## src/rtl/core_pkg.sv

```systemverilog
// core_pkg: shared types and constants for the 5-stage 16-bit core pipeline control
package core_pkg;

   localparam int REG_ADDR_W = 3;

   localparam logic [1:0] FWD_RF = 2'b00;
   localparam logic [1:0] FWD_W  = 2'b01;
   localparam logic [1:0] FWD_M  = 2'b10;

   typedef enum logic [1:0] {
      RUN      = 2'b00,
      MEM_WAIT = 2'b01,
      ERROR    = 2'b10
   } hz_state_t;

endpackage

```

## src/rtl/forward_unit.sv

```systemverilog
// forward_unit: picks the E-stage operand source, M result before W result, never for R0
module forward_unit
   import core_pkg::*;
(
   input  logic [REG_ADDR_W-1:0] rs_e,
   input  logic [REG_ADDR_W-1:0] rd_m,
   input  logic [REG_ADDR_W-1:0] rd_w,
   input  logic                  regwrite_m,
   input  logic                  regwrite_w,
   output logic [1:0]            fwd
);

   // youngest producer wins; R0 is hardwired zero so it never forwards
   always_comb begin
      fwd = (regwrite_m && rd_m != '0 && rd_m == rs_e) ? FWD_M :
            (regwrite_w && rd_w != '0 && rd_w == rs_e) ? FWD_W : FWD_RF;
   end

endmodule

```

## src/rtl/hazard_controller.sv

```systemverilog
// hazard_controller: stall/flush/forward sequencer with memory-wait watchdog; HAZ_PERF_CNT_EN adds perf counters
module hazard_controller
   import core_pkg::*;
#(
   parameter int MEM_TIMEOUT = 255,
   parameter int CNT_W       = 8,
   parameter int PERF_W      = 16
)
(
   input  logic                  clk,
   input  logic                  rst,
   input  logic [REG_ADDR_W-1:0] rs1_d,
   input  logic [REG_ADDR_W-1:0] rs2_d,
   input  logic [REG_ADDR_W-1:0] rs1_e,
   input  logic [REG_ADDR_W-1:0] rs2_e,
   input  logic [REG_ADDR_W-1:0] rd_e,
   input  logic [REG_ADDR_W-1:0] rd_m,
   input  logic [REG_ADDR_W-1:0] rd_w,
   input  logic                  regwrite_m,
   input  logic                  regwrite_w,
   input  logic                  load_e,
   input  logic                  pcsrc_e,
   input  logic                  mem_req_m,
   input  logic                  mem_ack,
   output logic                  stall_f,
   output logic                  stall_d,
   output logic                  stall_e,
   output logic                  stall_m,
   output logic                  flush_d,
   output logic                  flush_e,
   output logic [1:0]            fwd_a_e,
   output logic [1:0]            fwd_b_e,
   output logic                  mem_timeout
`ifdef HAZ_PERF_CNT_EN
   ,
   output logic [PERF_W-1:0]     perf_stall_cyc,
   output logic [PERF_W-1:0]     perf_flush_cnt,
   output logic [PERF_W-1:0]     perf_lu_cnt
`endif
);

   hz_state_t        r_state;
   hz_state_t        w_next;
   logic [CNT_W-1:0] r_cnt;
   logic             w_lu;
   logic             w_run;
   logic             w_hold;
   logic             w_bubble;

   forward_unit u_fwd_a (
      .rs_e       (rs1_e),
      .rd_m       (rd_m),
      .rd_w       (rd_w),
      .regwrite_m (regwrite_m),
      .regwrite_w (regwrite_w),
      .fwd        (fwd_a_e)
   );

   forward_unit u_fwd_b (
      .rs_e       (rs2_e),
      .rd_m       (rd_m),
      .rd_w       (rd_w),
      .regwrite_m (regwrite_m),
      .regwrite_w (regwrite_w),
      .fwd        (fwd_b_e)
   );

   assign w_lu     = load_e && rd_e != '0 && (rd_e == rs1_d || rd_e == rs2_d);
   assign w_run    = rst && r_state == RUN;
   assign w_hold   = rst && r_state != RUN;
   assign w_bubble = w_run && w_lu && !pcsrc_e;

   // while frozen every stage holds and nothing flushes; in RUN a taken branch beats a load-use bubble
   always_comb begin
      stall_f     = w_hold || w_bubble;
      stall_d     = w_hold || w_bubble;
      stall_e     = w_hold;
      stall_m     = w_hold;
      flush_d     = w_run && pcsrc_e;
      flush_e     = w_run && (pcsrc_e || w_lu);
      mem_timeout = rst && r_state == ERROR;
   end

   // ack ends the wait; the watchdog fires once the wait counter would reach MEM_TIMEOUT
   always_comb begin
      w_next = (r_state == RUN)      ? ((mem_req_m && !mem_ack) ? MEM_WAIT : RUN) :
               (r_state == MEM_WAIT) ? (mem_ack ? RUN :
                                        (r_cnt == CNT_W'(MEM_TIMEOUT - 1)) ? ERROR : MEM_WAIT) :
               ERROR;
   end

   // state and wait counter; the counter only runs while waiting so it is zero on entry
   always_ff @(posedge clk or negedge rst) begin
      if (!rst) begin
         r_state <= RUN;
         r_cnt   <= '0;
      end else begin
         r_state <= w_next;
         r_cnt   <= (r_state == MEM_WAIT) ? r_cnt + CNT_W'(1) : '0;
      end
   end

`ifdef HAZ_PERF_CNT_EN
   logic [PERF_W-1:0] r_perf_stall;
   logic [PERF_W-1:0] r_perf_flush;
   logic [PERF_W-1:0] r_perf_lu;

   // saturating event counters
   always_ff @(posedge clk or negedge rst) begin
      if (!rst) begin
         r_perf_stall <= '0;
         r_perf_flush <= '0;
         r_perf_lu    <= '0;
      end else begin
         r_perf_stall <= (stall_d && !(&r_perf_stall)) ? r_perf_stall + PERF_W'(1) : r_perf_stall;
         r_perf_flush <= (flush_d && !(&r_perf_flush)) ? r_perf_flush + PERF_W'(1) : r_perf_flush;
         r_perf_lu    <= (w_bubble && !(&r_perf_lu)) ? r_perf_lu + PERF_W'(1) : r_perf_lu;
      end
   end

   assign perf_stall_cyc = r_perf_stall;
   assign perf_flush_cnt = r_perf_flush;
   assign perf_lu_cnt    = r_perf_lu;
`endif

endmodule

```

## config.mk

```make
export PLATFORM = sky130hd
export DESIGN_NAME = hazard_controller
export DESIGN_NICKNAME = d
export VERILOG_FILES = /design/src/rtl/core_pkg.sv /design/src/rtl/forward_unit.sv /design/src/rtl/hazard_controller.sv
export SDC_FILE = /design/constraint.sdc
export NUM_CORES = 1
export LEC_CHECK = 0
export BUFFER_PORTS_ARGS = -buffer_cell sky130_fd_sc_hd__buf_2
export CAP_MARGIN = 15
export CORE_MARGIN = 2
export CORE_UTILIZATION = 48
export DETAILED_ROUTE_END_ITERATION = 6
export PLACE_DENSITY = 0.83
export SYNTH_ARGS = -nofsm -noshare
export SYNTH_HDL_FRONTEND = slang
export SYNTH_HIERARCHICAL = 1
export SYNTH_SLANG_ARGS = --single-unit
```

## constraint.sdc

```tcl
create_clock -name clk -period 4.2 [get_ports clk]
set_clock_uncertainty 0.1 [all_clocks]
set_input_delay 0.21 -clock clk [delete_from_list [all_inputs] [get_ports clk]]
set_output_delay 0.21 -clock clk [all_outputs]
set_load 0.03 [all_outputs]
```

==> run metrics, run 1 <==
Rel. slew slack 0.794; Worst EP required roughly 4 ns; final count of negative-setup-slack endpoints 0; Resize count post-CTS 0; clock-pin slew on the worst setup and hold paths roughly 0.07 ns; share of cells above drive strength 1 0.422; Static Leakage around 0.54 nW; Inst Count DP between 100 and 150; startpoint types input port; r2r startpoint r_cnt[0]; grt total ovfl 0; Fin Setup TNS 0 ns; Clock Tree Buf Depth 2; I/O Buffers 39; Synth Register Bits 10; transition time at the pin with the least slew margin between 0.3 and 0.4 ns; Die W 45.1 µm; clock network power share 0.330; minimum clock period 2.01 ns; Pre-Repair DR Iteration Count 4; CP Data Arrival Time around 1.7 ns; Crit Path Class in -> out; n_diodes 0; Distinct cells, synth 27; Hold Crit Class in -> reg; Initial Utilization 0.526; area of the die ~2000 µm²; # hold bufs at CTS 1; FF-to-FF End r_state[0]; Area contributors post-synth dfrtp_1, xor2_1, xnor2_1; Synth top cells by count nor2_1, xor2_1, dfrtp_1; Final Max Slew Viols 0; number of synthesized flops with an enable pin 0; initial antenna violation count 0; nets 160; Cell Pwr Density about 240 nW/µm²; storage element area ~250 µm²; GP Congestion just over 0.7; Hold Fails Final Rpt 0; Hold EP r_state[0]; latest clock arrival within the worst-skew pair roughly 0.26 ns; vias in the first global route approximately 720; Internal Power between 0.00015 and 0.0002 W; H-tree levels 1; unrepaired setup endpoints after global routing false; Synth Net Count approximately 120; Hold Path Stages 2; r2r worst-path depth 4; Post-DRT Antenna Nets 0; DRT iter0 DRCs 16; Synth area leader dfrtp_1; WL final 1800 µm; die height roughly 45 µm; HPWL Detailed about 1500 µm; fraction of the cycle the final worst path needs 0.479; core area 1540 µm²; Yosys warnings 6; hold_sp mem_ack; Peak VDD IR 0.192 mV; ys async rst share 1.00; # fillers 131; Synth Flop Type dfrtp_1; Mapped Cells 87; clock sinks 10; Flop pwr share 0.399; drt wl/cell between 10 and 15 µm; largest net degree at the start of global routing 15; sequential-to-total area share from yosys stat 0.309; setup slack, reg-to-reg roughly 2.8 ns; GRT Total Usage 0.184; Post-Syn Area slightly above 800 µm²; Comb pwr share 0.271; Residual DRC 0; Max Cap Viol 0; Cell Count, Final, Fillers Out approximately 140; num ports 40; syn_area_per_cell about 9.3 µm²; P&R area growth vs syn 29.9%; vias roughly 770; Multi-input gate area approximately 520 µm²; sw power approximately 0.000075 W; Critical Path Sink Type primary output; worst-path fanout max 14; status completed; CTS tree built; vias per cell roughly 5.3; first-pass GRT wire length 2750 µm; switching share of power 0.292; row cnt 14; Root Buffer clkbuf_4; setup bufs post-CTS 0; maximum clock rate 497 MHz; number of buffers created by CTS 3; top cell type's share of synthesized area 0.309
-- worst max-delay path: stages --
cell           delay, ns
dlygate4sd3_1       0.52
buf_2               0.28
o311a_1             0.22
o211ai_1            0.10
o21bai_1            0.15
buf_2               0.22
-- routing by layer --
layer / global-route usage / routed length (µm)
met3: 0.0120 / 107
met2: 0.349 / 977
met4: 0.0882 / 14
met1: 0.206 / 702
met5: 0 / 0
-- power groups by stage --
stage	Sequential, W	Combinational [W]	Clock [W]
CTS	0.000102	0.0000701	0.0000861
global placement	0.000104	0.0000667	0
floorplan	0.000103	0.0000406	0
global route	0.000102	0.0000763	0.0000891
detailed placement	0.000104	0.0000691	0
finish	0.000102	0.0000695	0.0000845
-- worst max path at each step --
stage / slack (ns) / from / end / depth (start not counted)
after detailed placement: 2.59 / r_state[0] / stall_d / 5
after global placement: 2.61 / r_state[0] / stall_f / 5
after global routing: 2.06 / rst / stall_f / 6
after floorplan: 2.18 / r_state[0] / stall_f / 4
final: 2.19 / rst / stall_d / 6
after CTS: 2.17 / rst / stall_d / 6
-- cell usage in the layout, fill, tap and decap left out --
cell type / Yosys / layout
and3_2: 1 / 1
nor2b_1: 1 / 1
a31o_2: 1 / 1
nor3_1: 2 / 2
nand4_1: 1 / 1
xor2_1: 13 / 13
o21ba_2: 2 / 2
xnor2_1: 7 / 7
and2_2: 2 / 2
o311a_1: 1 / 1
o2111a_1: 2 / 2
o21ai_0: 2 / 2
a211oi_2: 2 / 2
nand2b_1: 3 / 3
nand2_1: 3 / 3
clkbuf_8: 0 / 1
dlygate4sd3_1: 0 / 1
nand3_1: 4 / 4
ha_1: 2 / 2
dfrtp_1: 10 / 10
inv_1: 5 / 5
o2111ai_1: 2 / 2
o21bai_1: 1 / 1
a2111oi_4: 1 / 1
and4_4: 2 / 2
nor2_1: 13 / 13
buf_2: 0 / 39
clkbuf_4: 0 / 3
o211ai_1: 1 / 1
-- kinds of logic (layout without fill, tap and decap cells) --
kind of cell    after synthesis  in the layout  synth area share
simple gates                 32             32             0.205
xor+xnor                     20             20             0.216
compound gates               15             15             0.193
flops                        10             10             0.309
buf+inv                       8             49            0.0463
fa+ha+maj                     2              2            0.0309
-- state kept, by name, summed over array words and instances, names as in the netlist --
| signal | count |
|---|---|
| r_cnt | 8 |
| r_state | 2 |
-- layout make-up --
type,instances,share of cell area
multi-input cells,69,0.496
flip-flops and latches,10,0.238
repair buffers,40,0.195
clock buffers,4,0.0344
well taps,16,0.0190
inverters,5,0.0178
-- stage by stage --
step / hold slack, ns / power, W / worst slack (ns) / util / area [µm²]
finish: 0.0325 / 0.000256 / 2.19 / 0.683 / 1050
global route: 0.0327 / 0.000268 / 2.06 / 0.683 / 1050
CTS: 0.0339 / 0.000258 / 2.17 / 0.683 / 1050
detailed placement: 0.00261 / 0.000173 / 2.59 / 0.653 / 1010
global placement: -0.00280 / 0.000170 / 2.61 / 0.653 / 1010
floorplan: -0.186 / 0.000144 / 2.18 / - / 811
Note: power is estimated with default switching activity, not from simulation.
==> inputs of run 2 (changes only) <==
Settings changed: CORE_UTILIZATION 48 to 45, PLACE_DENSITY 0.83 to 0.79.
Clock period 4.2 ns to 2.02 ns, I/O delays scaled along.
==> run metrics, run 2 (synthesis gave the netlist of run 1 again) <==
unrepaired setup endpoints after global routing false; worst path cell trace dlygate4sd3_1 -> buf_2 -> o311a_1 -> o211ai_1 -> o21bai_1 -> buf_2; first-pass GRT wire length about 2700 µm; Hold Crit Class in -> reg; H-tree levels 1; grt total ovfl 0; Max Cap Viol 0; CP Data Arrival Time approximately 1.6 ns; largest net degree at the start of global routing 15; share of cells above drive strength 1 0.426; Critical Path Sink Type primary output; Static Leakage 0.542 nW; GRT Total Usage 0.174; Root Buffer clkbuf_4; num ports 40; most frequent cells in the layout buf_2, xor2_1, nor2_1, dfrtp_1, xnor2_1; Crit path depth 6; worst-path fanout max 14; GP Congestion 0.739; latest clock arrival within the worst-skew pair 0.27 ns; setup bufs post-CTS 0; Max stage delay on crit path ~0.52 ns; clock sinks 10; final count of negative-setup-slack endpoints 0; vias in the first global route 671; Residual DRC 0; initial antenna violation count 0; fin util 0.631; fin area around 1100 µm²; CTS tree built; Cell Pwr Density about 500 nW/µm²; Inst Count DP between 100 and 150; Final Max Slew Viols 0; P&R area growth vs syn 32.9%; Internal Power about 0.00038 W; maximum clock rate about 540 MHz; Hold Path Stages 3; WL final around 1800 µm; Slowest-stage cell, CP dlygate4sd3_1; die height 46.4 µm; minimum clock period around 1.8 ns; Hold Fails Final Rpt 0; Top cell by count, worst path buf_2; switching share of power 0.296; Clock Tree Buf Depth 2; Rel. slew slack 0.783; top flop regs r_cnt: 8 flops, r_state: 2 flops; nets roughly 160; transition time at the pin with the least slew margin 0.326 ns; number of buffers created by CTS 3; core area between 1500 and 2000 µm²; clock-pin slew on the worst setup and hold paths around 0.070 ns; Flop pwr share 0.395; Cell Count, Final, Fillers Out approximately 150; vias per cell about 4.9; HPWL Detailed approximately 1500 µm; Pre-Repair DR Iteration Count 4; r2r worst-path depth 4; Comb pwr share 0.273; clock network power share 0.331; Crit Path Class in -> out; cell family with most CP delay buffers and inverters; startpoint types input port; hold_ws 0.0921 ns; row cnt 15; vias 760; Post-DRT Antenna Nets 0; drt wl/cell roughly 11 µm; DRT iter0 DRCs 8; I/O Buffers 39; CP bufs+invs 3; n_diodes 0; Largest register FFs 8; sw power ~0.00016 W; Peak VDD IR around 0.41 mV; fraction of the cycle the final worst path needs 0.911; Initial Utilization 0.475; status completed; largest register by flop count r_cnt; setup slack, reg-to-reg ~0.6 ns; commonest non-fill, non-tap cell in the layout buf_2; area of the die 2160 µm²; Fin Setup TNS 0 ns; Die W approximately 46 µm; placed cell area slightly above 1000 µm²; Worst EP required approximately 1.8 ns
-- run 2: cell count changes in the layout (fill, tap and decap cells not counted), sizes merged --
cell,delta
dlygate4sd3,+1
-- run 2: worst reg2reg max path: stages, from the launching register on --
cell	delay, ns
dfrtp_1	0.44
inv_1	0.07
ha_1	0.20
and4_4	0.18
a2111oi_4	0.33
-- run 2: what timing repair did --
action	4_1_cts	5_1_grt
hold buffers	2	0
gates resized for setup	0	1
hold endpoints to repair	11	0
endpoints found under the setup margin	0	2
-- run 2: area by class of cell --
type | count | area, µm²
flip-flops and latches | 10 | 250
inverters | 5 | 18.8
multi-input cells | 69 | 526
clock buffers | 4 | 36.3
fillers | 144 | 631
well taps | 25 | 31.3
repair buffers | 41 | 215
-- run 2: metal layers --
| layer | track usage | wire (µm) | part of all wire |
|---|---|---|---|
| met2 | 0.297 | 901 | 0.51 |
| met5 | 0 | 0 | 0 |
| met4 | 0.0400 | 14 | 0.0079 |
| met3 | 0.0588 | 91 | 0.052 |
| met1 | 0.210 | 757 | 0.43 |
-- run 2: path summary, 6_finish.rpt --
kind | start | endpoint
max | rst | stall_f
min in group asynchronous | rst | r_cnt[1]
min reg2reg | r_state[1] | r_state[0]
max reg2reg | r_cnt[0] | r_state[0]
max in group asynchronous | rst | r_cnt[3]
min | mem_req_m | r_state[0]
-- run 2: metrics by stage --
stage	power, W	setup WS, ns
6_report	0.000538	0.180
5_1_grt	0.000566	0.0210
4_1_cts	0.000543	0.147
3_5_place_dp	0.000360	0.449
3_3_place_gp	0.000354	0.548
2_1_floorplan	0.000299	0.108
-- run 2: power groups by stage --
stage	Combinational, W	Clock, W	Sequential, W
after CTS	0.000147	0.000183	0.000212
final	0.000147	0.000178	0.000213
after floorplan	0.0000845	0	0.000214
after global routing	0.000161	0.000192	0.000213
after global placement	0.000139	0	0.000215
after detailed placement	0.000144	0	0.000216
